File: config.mk
export PLATFORM = sky130hd
export DESIGN_NAME = hour12_clock_ctrl_flat
export DESIGN_NICKNAME = d
export VERILOG_FILES = /design/src/rtl/hour12_clock_ctrl_pkg.sv /design/src/rtl/hour12_clock_ctrl_if.sv /design/src/rtl/hour12_clock_ctrl_seg7_decoder.sv /design/src/rtl/hour12_clock_ctrl.sv /design/src/flat_wrapper.sv
export SDC_FILE = /design/constraint.sdc
export NUM_CORES = 1
export LEC_CHECK = 0
export CORE_MARGIN = 2
export CORE_UTILIZATION = 60
export CTS_CLUSTER_SIZE = 24
export DETAILED_ROUTE_END_ITERATION = 16
export GPL_ROUTABILITY_DRIVEN = 0
export HOLD_SLACK_MARGIN = 0.15
export PLACE_DENSITY = 0.89
export SLEW_MARGIN = 20
export SYNTH_ARGS = -nofsm -noshare
export SYNTH_HDL_FRONTEND = slang
export SYNTH_SLANG_ARGS = --single-unit
File: constraint.sdc
create_clock -name clk -period 3 [get_ports clk]
set_input_delay 0.6 -clock clk [delete_from_list [all_inputs] [get_ports clk]]
set_output_delay 0.6 -clock clk [all_outputs]
set_load 0.01 [all_outputs]
File: src/rtl/hour12_clock_ctrl_pkg.sv
// Shared types and constants for the 12-hour clock controller.
// Provides the FSM state enum, BCD/digit-index types and the segment patterns.
package clk12_pkg;

    typedef enum logic [1:0] {
        RUN     = 2'd0,
        SET_HR  = 2'd1,
        SET_MIN = 2'd2
    } state_e;

    typedef logic [3:0] bcd_t;
    typedef logic [2:0] digit_idx_t;

    localparam logic [6:0] SEG_BLANK = 7'h7F;

    // Active-low {g,f,e,d,c,b,a} patterns for BCD 0..9.
    localparam logic [6:0] SEG_TABLE [0:9] = '{
        7'h40, 7'h79, 7'h24, 7'h30, 7'h19,
        7'h12, 7'h02, 7'h78, 7'h00, 7'h10
    };

endpackage

File: src/rtl/hour12_clock_ctrl_if.sv
// Pushbutton/control inputs and display outputs of the 12-hour clock controller.
// The bench drives through master; the controller implements slave.
interface hour12_clock_ctrl_if;

    logic       en;
    logic       speed;
    logic       btn_mode;
    logic       btn_inc;
    logic [6:0] seg;
    logic [5:0] an;
    logic       pm;
    logic [1:0] mode;

    modport master (
        output en, speed, btn_mode, btn_inc,
        input  seg, an, pm, mode
    );

    modport slave (
        input  en, speed, btn_mode, btn_inc,
        output seg, an, pm, mode
    );

endinterface

File: src/rtl/hour12_clock_ctrl_seg7_decoder.sv
// Shared BCD to active-low seven-segment decoder with a blank override.
// Values above 9 are shown blank rather than as garbage patterns.
module seg7_decoder
    import clk12_pkg::*;
(
    input  bcd_t       i_bcd,
    input  logic       i_blank,
    output logic [6:0] o_seg
);

    always_comb begin
        o_seg = SEG_BLANK;
        if (!i_blank && (i_bcd <= 4'd9)) begin
            o_seg = SEG_TABLE[i_bcd];
        end
    end

endmodule

File: src/rtl/hour12_clock_ctrl.sv
// 12-hour BCD clock: tick prescaler, RUN/SET_HR/SET_MIN FSM, six-digit scan mux.
// Define BLINK_EN to blink the digits being edited in the SET states.
module hour12_clock_ctrl
    import clk12_pkg::*;
#(
    parameter int SEC_DIV   = 100_000_000,
    parameter int FAST_DIV  = 1_000_000,
    parameter int SCAN_DIV  = 16_667,
    parameter int BLINK_DIV = 25_000_000
) (
    input  logic                 clk,
    input  logic                 rst,
    hour12_clock_ctrl_if.slave   bus
);

    localparam int PRESC_MAX = (SEC_DIV > FAST_DIV) ? SEC_DIV : FAST_DIV;
    localparam int PRESC_W   = (PRESC_MAX > 1) ? $clog2(PRESC_MAX) : 1;
    localparam int SCAN_W    = (SCAN_DIV > 1) ? $clog2(SCAN_DIV) : 1;

    function automatic logic [7:0] inc_mod60(input bcd_t t, input bcd_t u);
        if (u != 4'd9) return {t, u + 4'd1};
        if (t != 4'd5) return {t + 4'd1, 4'd0};
        return 8'h00;
    endfunction

    function automatic logic [7:0] inc_hour12(input bcd_t t, input bcd_t u);
        if (t == 4'd1 && u == 4'd2) return 8'h01;
        if (u == 4'd9) return 8'h10;
        return {t, u + 4'd1};
    endfunction

    state_e             r_state;
    state_e             w_state_nxt;
    logic               w_count;
    logic               w_set_hr_inc;
    logic               w_set_min_inc;
    logic               w_leave_min;

    logic [PRESC_W-1:0] r_presc;
    logic               r_tick;
    logic               r_speed_d;
    logic [PRESC_W-1:0] w_div_last;
    logic               w_presc_term;
    logic               w_speed_chg;

    bcd_t               r_sec_t, r_sec_u, r_min_t, r_min_u, r_hr_t, r_hr_u;
    logic               r_pm;
    logic               w_run_tick;
    logic               w_sec_wrap;
    logic               w_min_wrap;
    logic               w_min_step;
    logic               w_hr_step;

    logic [SCAN_W-1:0]  r_scan_cnt;
    digit_idx_t         r_idx;
    logic [5:0]         r_an;
    logic [6:0]         r_seg;
    bcd_t               w_digit;
    logic               w_blank;
    logic               w_blink_blank;
    logic [6:0]         w_seg;

    always_ff @(posedge clk) begin
        if (!rst) r_state <= RUN;
        else      r_state <= w_state_nxt;
    end

    always_comb begin
        w_state_nxt = r_state;
        if (bus.btn_mode) begin
            case (r_state)
                RUN:     w_state_nxt = SET_HR;
                SET_HR:  w_state_nxt = SET_MIN;
                default: w_state_nxt = RUN;
            endcase
        end
    end

    // A mode press in the same cycle as inc always wins, so inc is masked here.
    always_comb begin
        w_count       = 1'b0;
        w_set_hr_inc  = 1'b0;
        w_set_min_inc = 1'b0;
        w_leave_min   = 1'b0;
        case (r_state)
            RUN:     w_count       = bus.en;
            SET_HR:  w_set_hr_inc  = bus.btn_inc && !bus.btn_mode;
            SET_MIN: begin
                w_set_min_inc = bus.btn_inc && !bus.btn_mode;
                w_leave_min   = bus.btn_mode;
            end
            default: ;
        endcase
    end

    assign w_div_last   = bus.speed ? PRESC_W'(FAST_DIV - 1) : PRESC_W'(SEC_DIV - 1);
    assign w_presc_term = (r_presc == w_div_last);
    assign w_speed_chg  = (bus.speed != r_speed_d);

    always_ff @(posedge clk) begin
        r_speed_d <= bus.speed;
        if (!rst) begin
            r_presc <= '0;
            r_tick  <= 1'b0;
        end else begin
            r_tick <= w_count && w_presc_term && !w_speed_chg;
            if (w_speed_chg || w_leave_min) r_presc <= '0;
            else if (w_count)                r_presc <= w_presc_term ? '0 : r_presc + 1'b1;
        end
    end

    assign w_run_tick = w_count && r_tick;
    assign w_sec_wrap = (r_sec_t == 4'd5) && (r_sec_u == 4'd9);
    assign w_min_wrap = (r_min_t == 4'd5) && (r_min_u == 4'd9);
    assign w_min_step = (w_run_tick && w_sec_wrap) || w_set_min_inc;
    assign w_hr_step  = (w_run_tick && w_sec_wrap && w_min_wrap) || w_set_hr_inc;

    always_ff @(posedge clk) begin
        if (!rst) begin
            {r_sec_t, r_sec_u} <= 8'h00;
            {r_min_t, r_min_u} <= 8'h00;
            {r_hr_t, r_hr_u}   <= 8'h12;
            r_pm               <= 1'b0;
        end else begin
            if (w_run_tick)       {r_sec_t, r_sec_u} <= inc_mod60(r_sec_t, r_sec_u);
            else if (w_leave_min) {r_sec_t, r_sec_u} <= 8'h00;
            if (w_min_step)       {r_min_t, r_min_u} <= inc_mod60(r_min_t, r_min_u);
            if (w_hr_step) begin
                {r_hr_t, r_hr_u} <= inc_hour12(r_hr_t, r_hr_u);
                if (r_hr_t == 4'd1 && r_hr_u == 4'd1) r_pm <= ~r_pm;
            end
        end
    end

`ifdef BLINK_EN
    localparam int BLINK_W = (BLINK_DIV > 1) ? $clog2(BLINK_DIV) : 1;

    logic [BLINK_W-1:0] r_blink_cnt;
    logic               r_blink_phase;

    // Any inc restarts the phase so the freshly edited value is visible at once.
    always_ff @(posedge clk) begin
        if (!rst || bus.btn_inc) begin
            r_blink_cnt   <= '0;
            r_blink_phase <= 1'b0;
        end else if (r_blink_cnt == BLINK_W'(BLINK_DIV - 1)) begin
            r_blink_cnt   <= '0;
            r_blink_phase <= ~r_blink_phase;
        end else begin
            r_blink_cnt   <= r_blink_cnt + 1'b1;
        end
    end

    assign w_blink_blank = r_blink_phase &&
        (((r_state == SET_HR)  && (r_idx == 3'd4 || r_idx == 3'd5)) ||
         ((r_state == SET_MIN) && (r_idx == 3'd2 || r_idx == 3'd3)));
`else
    assign w_blink_blank = 1'b0 && (BLINK_DIV > 0);
`endif

    always_comb begin
        w_digit = 4'd0;
        case (r_idx)
            3'd0:    w_digit = r_sec_u;
            3'd1:    w_digit = r_sec_t;
            3'd2:    w_digit = r_min_u;
            3'd3:    w_digit = r_min_t;
            3'd4:    w_digit = r_hr_u;
            3'd5:    w_digit = r_hr_t;
            default: w_digit = 4'd0;
        endcase
    end

    assign w_blank = ((r_idx == 3'd5) && (r_hr_t == 4'd0)) || w_blink_blank;

    seg7_decoder u_dec (
        .i_bcd   (w_digit),
        .i_blank (w_blank),
        .o_seg   (w_seg)
    );

    always_ff @(posedge clk) begin
        if (!rst) begin
            r_scan_cnt <= '0;
            r_idx      <= 3'd0;
            r_an       <= 6'h3F;
            r_seg      <= SEG_BLANK;
        end else begin
            if (r_scan_cnt == SCAN_W'(SCAN_DIV - 1)) begin
                r_scan_cnt <= '0;
                r_idx      <= (r_idx == 3'd5) ? 3'd0 : r_idx + 3'd1;
            end else begin
                r_scan_cnt <= r_scan_cnt + 1'b1;
            end
            r_an  <= ~(6'b000001 << r_idx);
            r_seg <= w_seg;
        end
    end

    assign bus.seg  = r_seg;
    assign bus.an   = r_an;
    assign bus.pm   = r_pm;
    assign bus.mode = r_state;

endmodule

File: src/flat_wrapper.sv
// flat-port wrapper written by rule: the top's interface ports become plain ports
module hour12_clock_ctrl_flat import clk12_pkg::*;
#(
    parameter int SEC_DIV   = 100_000_000,
    parameter int FAST_DIV  = 1_000_000,
    parameter int SCAN_DIV  = 16_667,
    parameter int BLINK_DIV = 25_000_000
)
  (clk, rst, bus_en, bus_speed, bus_btn_mode, bus_btn_inc, bus_seg, bus_an, bus_pm, bus_mode);
  hour12_clock_ctrl_if bus_i ();
  input  logic clk;
  input  logic rst;
  input wire logic [$bits(bus_i.en)-1:0] bus_en;
  input wire logic [$bits(bus_i.speed)-1:0] bus_speed;
  input wire logic [$bits(bus_i.btn_mode)-1:0] bus_btn_mode;
  input wire logic [$bits(bus_i.btn_inc)-1:0] bus_btn_inc;
  output wire logic [$bits(bus_i.seg)-1:0] bus_seg;
  output wire logic [$bits(bus_i.an)-1:0] bus_an;
  output wire logic [$bits(bus_i.pm)-1:0] bus_pm;
  output wire logic [$bits(bus_i.mode)-1:0] bus_mode;
  assign bus_i.en = bus_en;
  assign bus_i.speed = bus_speed;
  assign bus_i.btn_mode = bus_btn_mode;
  assign bus_i.btn_inc = bus_btn_inc;
  assign bus_seg = bus_i.seg;
  assign bus_an = bus_i.an;
  assign bus_pm = bus_i.pm;
  assign bus_mode = bus_i.mode;
  hour12_clock_ctrl #(.SEC_DIV(SEC_DIV), .FAST_DIV(FAST_DIV), .SCAN_DIV(SCAN_DIV), .BLINK_DIV(BLINK_DIV)) u_core (.clk(clk), .rst(rst), .bus(bus_i));
endmodule
# Word-level counts from Yosys, hierarchy flattened
# Memories as Yosys holds them, arrays and structs flattened. A register that Yosys moved wholly into a read port is not among the register bits.
# Cells that the tools add are included.
[totals]
output_inout_bits = 16
mem_bits_ro = 112
register_bits = 80
wordCells = 125
n_memories = 1
[memory_table]
columns = ["memory", "depth", "width", "rd", "rd_ports_with_merged_regs", "write_ports", "line_no", "text"]
rows = [
  ["(name not given)", 16, 7, 1, 1, 0, "hour12_clock_ctrl_seg7_decoder.sv:14", "o_seg = SEG_TABLE[i_bcd];"],
]
[classes]
shift = 1
n_mux = 45
n_bitwise = 4
addsub = 8
reduce_logical = 29
n_eq_ne = 22
magnitude_cmp = 1
[ops]
columns = ["op", "count"]
rows = [
  ["8-bit two-way mux", 12],
  ["27-bit two-way mux", 2],
  ["27-bit by 1-bit adder with 27-bit output (second input constant)", 1],
  ["27-bit equality test", 1],
  ["1-bit two-way mux", 25],
  ["4-bit one-hot mux with 6 select lines", 1],
  ["4-bit by 1-bit adder with 4-bit output (second input constant)", 5],
  ["15-bit by 1-bit adder with 15-bit output (second input constant)", 1],
  ["15-bit equality test (second input constant)", 1],
  ["4-bit equality test (second input constant)", 3],
  ["1-bit logical AND", 12],
  ["4-bit two-way mux", 3],
  ["4-bit by 1-bit equality test with 1-bit output (second input constant)", 2],
  ["4-bit by 3-bit equality test with 1-bit output (second input constant)", 2],
  ["4-bit by 3-bit inequality test with 1-bit output (second input constant)", 2],
  ["4-bit inequality test (second input constant)", 2],
  ["3-bit by 2-bit equality test with 1-bit output (second input constant)", 2],
  ["3-bit equality test (second input constant)", 2],
  ["6-bit NOT", 1],
  ["2-bit AND reduction", 3],
  ["1-bit by 3-bit left shift with 6-bit output (first input constant)", 1],
  ["4-bit NOT with 5-bit output", 1],
  ["4-bit by 2-bit equality test with 1-bit output (second input constant)", 1],
  ["4-bit less-or-equal comparator (second input constant)", 1],
  ["15 further kinds", 23],
]

# Depth between registers and ports, before layout
[logic_depth]
word_depth = 13
mapped_depth = 10
mapped_depth_nobuf = 9

# Modules after synthesis
# Synthesis repeated with hierarchy kept, for this count alone.
[unflattened]
cells_unflattened = 503
hier_area_um2 = 4440.5
[modules_own_cells]
columns = ["module", "area_each_um2", "cells_per_inst", "n_inst", "seq_area_each_um2"]
rows = [
  ["hour12_clock_ctrl", 4230.3, 474, 1, 1681.6],
  ["seg7_decoder", 210.2, 29, 1, 0.0],
]

# Least setup slack after synthesis
# OpenSTA, ideal clock, no wires.
[synth_path]
path_type = "reg-to-reg"
from = "register u_core.r_idx[0]"
to = "register u_core.r_seg[0], in the netlist u_core.bus.seg[0]"
required_time_ns = 2.921
stages_incl_launch_ff = 11
setup_slack_ns = 0.537
t_arrival_ns = 2.385
n_path_buf = 1
setup_ns = 0.079
synth_period_minus_slack_ns = 2.463
path_cell_list = "dfxtp_1 > clkbuf_1 > mux2_2 > a32o_1 > a221oi_1 > inv_1 > ha_1 > nor2_1 > nor3_1 > o221a_2 > o211ai_1"
[synth_between]
elab_chain_cells = 6
elab_cells_between_ends = 14
[synth_lines]
columns = ["element", "line_no", "text"]
rows = [
  ["start: declaration", "hour12_clock_ctrl.sv:55", "digit_idx_t r_idx;"],
  ["start signal: assignment", "hour12_clock_ctrl.sv:191", "r_idx <= (r_idx == 3'd5) ? 3'd0 : r_idx + 3'd1;"],
  ["3-bit equality test (tied with other cells)", "hour12_clock_ctrl.sv:163, hour12_clock_ctrl.sv:174", ""],
  ["4-bit one-hot mux with 6 select lines or 1-bit logical AND (tied branches)", "hour12_clock_ctrl.sv:163, hour12_clock_ctrl.sv:174", ""],
  ["4-bit less-or-equal comparator or 1-bit logical NOT (tied branches)", "hour12_clock_ctrl_seg7_decoder.sv:13", "if (!i_blank && (i_bcd <= 4'd9)) begin"],
  ["1-bit logical AND", "hour12_clock_ctrl_seg7_decoder.sv:13", ""],
  ["2-bit AND reduction (no line)", "-", ""],
  ["1-bit logical NOT (no line)", "-", ""],
  ["end: declaration", "hour12_clock_ctrl.sv:57", "logic [6:0] r_seg;"],
]
# Parallel ways exist; a longest one is shown, timed or not.
# A chain may end at the register's enable or synchronous reset.

# Final worst setup path
[layout_path]
from = "register u_core.r_idx[2]"
to = "register u_core.r_seg[3], in the netlist u_core.bus.seg[3]"
# Same word-level chain as after synthesis.

==> impl_metrics.json <==
{
  "routedWlPerCell_um": 14.6,
  "worstReg2RegEnd": "u_core.bus.seg[3]",
  "rsz0062_at_grt": "no",
  "vias_per_cell": 5.92,
  "num_vias": 3457,
  "dpl_cell_area_mm2": 0.00447,
  "cts_buffers": 9,
  "hold_violations": 0,
  "fp.dieW_um": 87.2,
  "synth_cells": 474,
  "ys_async_sr_fraction_pct": 0,
  "io_buffers": 21,
  "antenna_cells": 0,
  "skew_ns": 0.0127,
  "crit_family": "compound AO/OA/AOI/OAI gates",
  "crit_fanout": 10,
  "use_met2_pct": 43.0,
  "ys_warn_count": 0,
  "fin_crit_ns": 2.73,
  "grt-busiest-layer": "met2",
  "required_ns": 3.21,
  "leakagePower_nw": 1.64,
  "p_per_area_mw_per_mm2": 426,
  "drt_iter0_markers": 153,
  "synth-seq-cells": 84,
  "path_cells": "inv_1 -> ha_1 -> a222oi_1 -> ha_1 -> nor2_1 -> nor3_1 -> o221a_2 -> o21ai_0",
  "die-area_mm2": 0.00761,
  "setup_viol": 0,
  "cp_slowest_cell": "a222oi_1",
  "grt_max_degree": 16,
  "drv_slew": 0,
  "drc": 0,
  "syn_nets": 494,
  "min_path_type": "flop to flop",
  "slew_headroom_pct": 52.9,
  "synth-edff-count": 0,
  "hold_path_depth": 1,
  "grt_pass1_wl_um": 14700,
  "synthFlopType": "dfxtp_1",
  "cts_resized": 0,
  "antenna_found_initial": 0,
  "grt_use_met3_pct": 6.16,
  "io_pins": 22,
  "firstDrtPassIters": 4,
  "ir_worst_vdd_v": 0.000269,
  "drtAntennaViolNets": 0,
  "synth_cell_types": 59,
  "n_fill_cell": 528,
  "cts_sinks": 84,
  "final_core_util_pct": 68.8,
  "grt_pass1_vias": 3293,
  "coreArea_mm2": 0.00676,
  "clock_path_buffers": 2,
  "worstSkewPairLatency_ns": 0.36,
  "routed_wl_um": 8530,
  "htree_levels": 3,
  "finish.instance_area_mm2": 0.00465,
  "critPathArrivalTime_ns": 2.94,
  "grt_usage_pct": 24.1,
  "status": "complete, no violations",
  "num_rows": 30,
  "grt_overflow": 0,
  "r2r_slack_ns": 0.27,
  "avgSynthCellArea_um2": 8.77,
  "post-dp-hpwl_um": 6040,
  "whs_ns": 0.465,
  "postCtsHoldBufs": 0,
  "path_clk_slew_ns": 0.08,
  "cts_tree": "yes",
  "worst-path-buf-inv": 1,
  "cp_common_cell": "ha_1",
  "max_stage_delay_ns": 0.70,
  "initial_utilization_pct": 61.5,
  "hold_start": "u_core.r_scan_cnt[0]",
  "clock-root-buffer": "clkbuf_8",
  "ff2ff_path_depth": 8,
  "die_h_um": 87.2,
  "met1_usage_pct": 27.9,
  "nNetsFinal": 519,
  "r2r-start": "u_core.r_idx[2]",
  "postCtsSetupBuffers": 0,
  "drive_above_1_share_pct": 7.14,
  "start_kind": "flop",
  "fin_setup_tns_ns": 0,
  "max_cap_viol_count": 0,
  "crit_type": "flop to flop",
  "fin_crit_sh_pct": 91.0,
  "area_growth_pct": 11.9,
  "holdPathEnd": "u_core.r_scan_cnt[0]",
  "fmax_ghz": 0.366,
  "tightestPinTransition_ns": 0.706,
  "syn_area_mm2": 0.00416,
  "cp-end-kind": "flop",
  "ys_seq_area_share_pct": 40.5
}
cells in the mapped netlist, types with 7 or more instances:
| master | n | share of area [%] |
|---|---|---|
| nor4_1 | 12 | 1.8 |
| ha_1 | 14 | 4.2 |
| dfxtp_1 | 84 | 40 |
| nor3_1 | 10 | 1.2 |
| a21boi_0 | 7 | 1.3 |
| nor2b_1 | 14 | 2.1 |
| nor2_1 | 63 | 5.7 |
| mux2i_1 | 11 | 2.6 |
| o21ai_0 | 18 | 2.2 |
| nand3_1 | 20 | 2.4 |
| clkbuf_1 | 12 | 1.1 |
| inv_1 | 21 | 1.9 |
| xnor2_1 | 32 | 6.7 |
| nand2_1 | 35 | 3.2 |
| xor2_1 | 13 | 2.7 |
flip-flops by register name, summed over array words and instances (netlist names), 2 cells and up:
name	count
u_core.r_min_t	4
u_core.r_hr_u	4
u_core.r_presc	27
u_core.r_sec_t	4
u_core.bus.mode	2
u_core.r_sec_u	4
u_core.r_idx	3
u_core.r_min_u	4
u_core.r_scan_cnt	15
u_core.bus.seg	7
u_core.bus.an	6
routing by layer:
metal	up-vias	wire length, um
li1	1713	-
met1	1637	3610
met3	23	328
met5	-	0
met2	84	4370
met4	0	229
cells in the final DEF (no fill, tap or decap), types with 3 or more instances in the layout:
| cell type | count |
|---|---|
| and4_1 | 4 |
| xnor2_1 | 32 |
| nor3_1 | 10 |
| and2_1 | 5 |
| mux2_2 | 3 |
| clkbuf_8 | 11 |
| or4_1 | 6 |
| nor2b_1 | 14 |
| xor2_1 | 13 |
| nand3b_1 | 5 |
| dfxtp_1 | 84 |
| inv_1 | 21 |
| nand3_1 | 20 |
| o21ai_0 | 18 |
| nor3b_1 | 5 |
| o211ai_1 | 6 |
| o21a_1 | 3 |
| a21oi_1 | 4 |
| nand4_1 | 6 |
| clkdlybuf4s50_1 | 21 |
| a21boi_0 | 7 |
| mux2i_1 | 11 |
| nor4b_1 | 3 |
| nor2_1 | 63 |
| and3_1 | 6 |
| buf_4 | 11 |
| nand2b_1 | 3 |
| a31oi_1 | 3 |
| or3_1 | 4 |
| nor4_1 | 12 |
| nand2_1 | 35 |
| ha_1 | 14 |
final cells by class:
type	instances	area [um^2]	area share, %
sequential	84	1680	36.2
timing repair buffer	32	293	6.30
clock inverter	3	21.3	0.458
inverter	21	78.8	1.70
clock buffer	13	159	3.42
multi-input combinational	351	2310	49.8
tap	80	100	2.15
logic make-up (layout without fill, tap and decap cells):
| group | count (synthesis) | count (layout) | synth area share [%] |
|---|---|---|---|
| and+or+nand+nor | 218 | 218 | 28.6 |
| DFF | 84 | 84 | 40.5 |
| buffers and inverters | 39 | 69 | 3.82 |
| muxes | 14 | 14 | 3.46 |
| AOI/OAI and AO/OA | 60 | 60 | 9.94 |
| adders and majority gates | 14 | 14 | 4.22 |
| xor gates and xnor gates | 45 | 45 | 9.49 |
where the power goes:
| group | internal, mW | total, mW | switching [mW] | leakage, nW |
|---|---|---|---|---|
| clock | 0.347 | 0.738 | 0.391 | 0.0896 |
| combinational | 0.0477 | 0.0973 | 0.0496 | 0.873 |
| sequential | 1.13 | 1.14 | 0.0140 | 0.681 |
metrics by stage:
stage	total power, mW	setup WS (ns)	instances
after floorplan	1.23	0.537	474
after global placement	1.26	0.417	568
after detailed placement	1.27	0.317	568
after CTS	1.99	0.315	584
after global routing	2.05	0.128	584
final	1.98	0.269	584
worst max-delay path by stage:
stage                    startpoint                  to  slack [ns]  depth (start not counted)
floorplan           u_core.r_idx[0]   u_core.bus.seg[0]        0.54                         10
global placement          bus_speed  u_core.r_presc[14]        0.42                          7
detailed placement        bus_speed  u_core.r_presc[26]        0.32                          7
CTS                 u_core.r_idx[2]   u_core.bus.seg[3]        0.31                          8
global route        u_core.r_idx[2]   u_core.bus.seg[3]        0.13                          8
finish              u_core.r_idx[2]   u_core.bus.seg[3]        0.27                          8
Power figures use the tool's default switching activity.
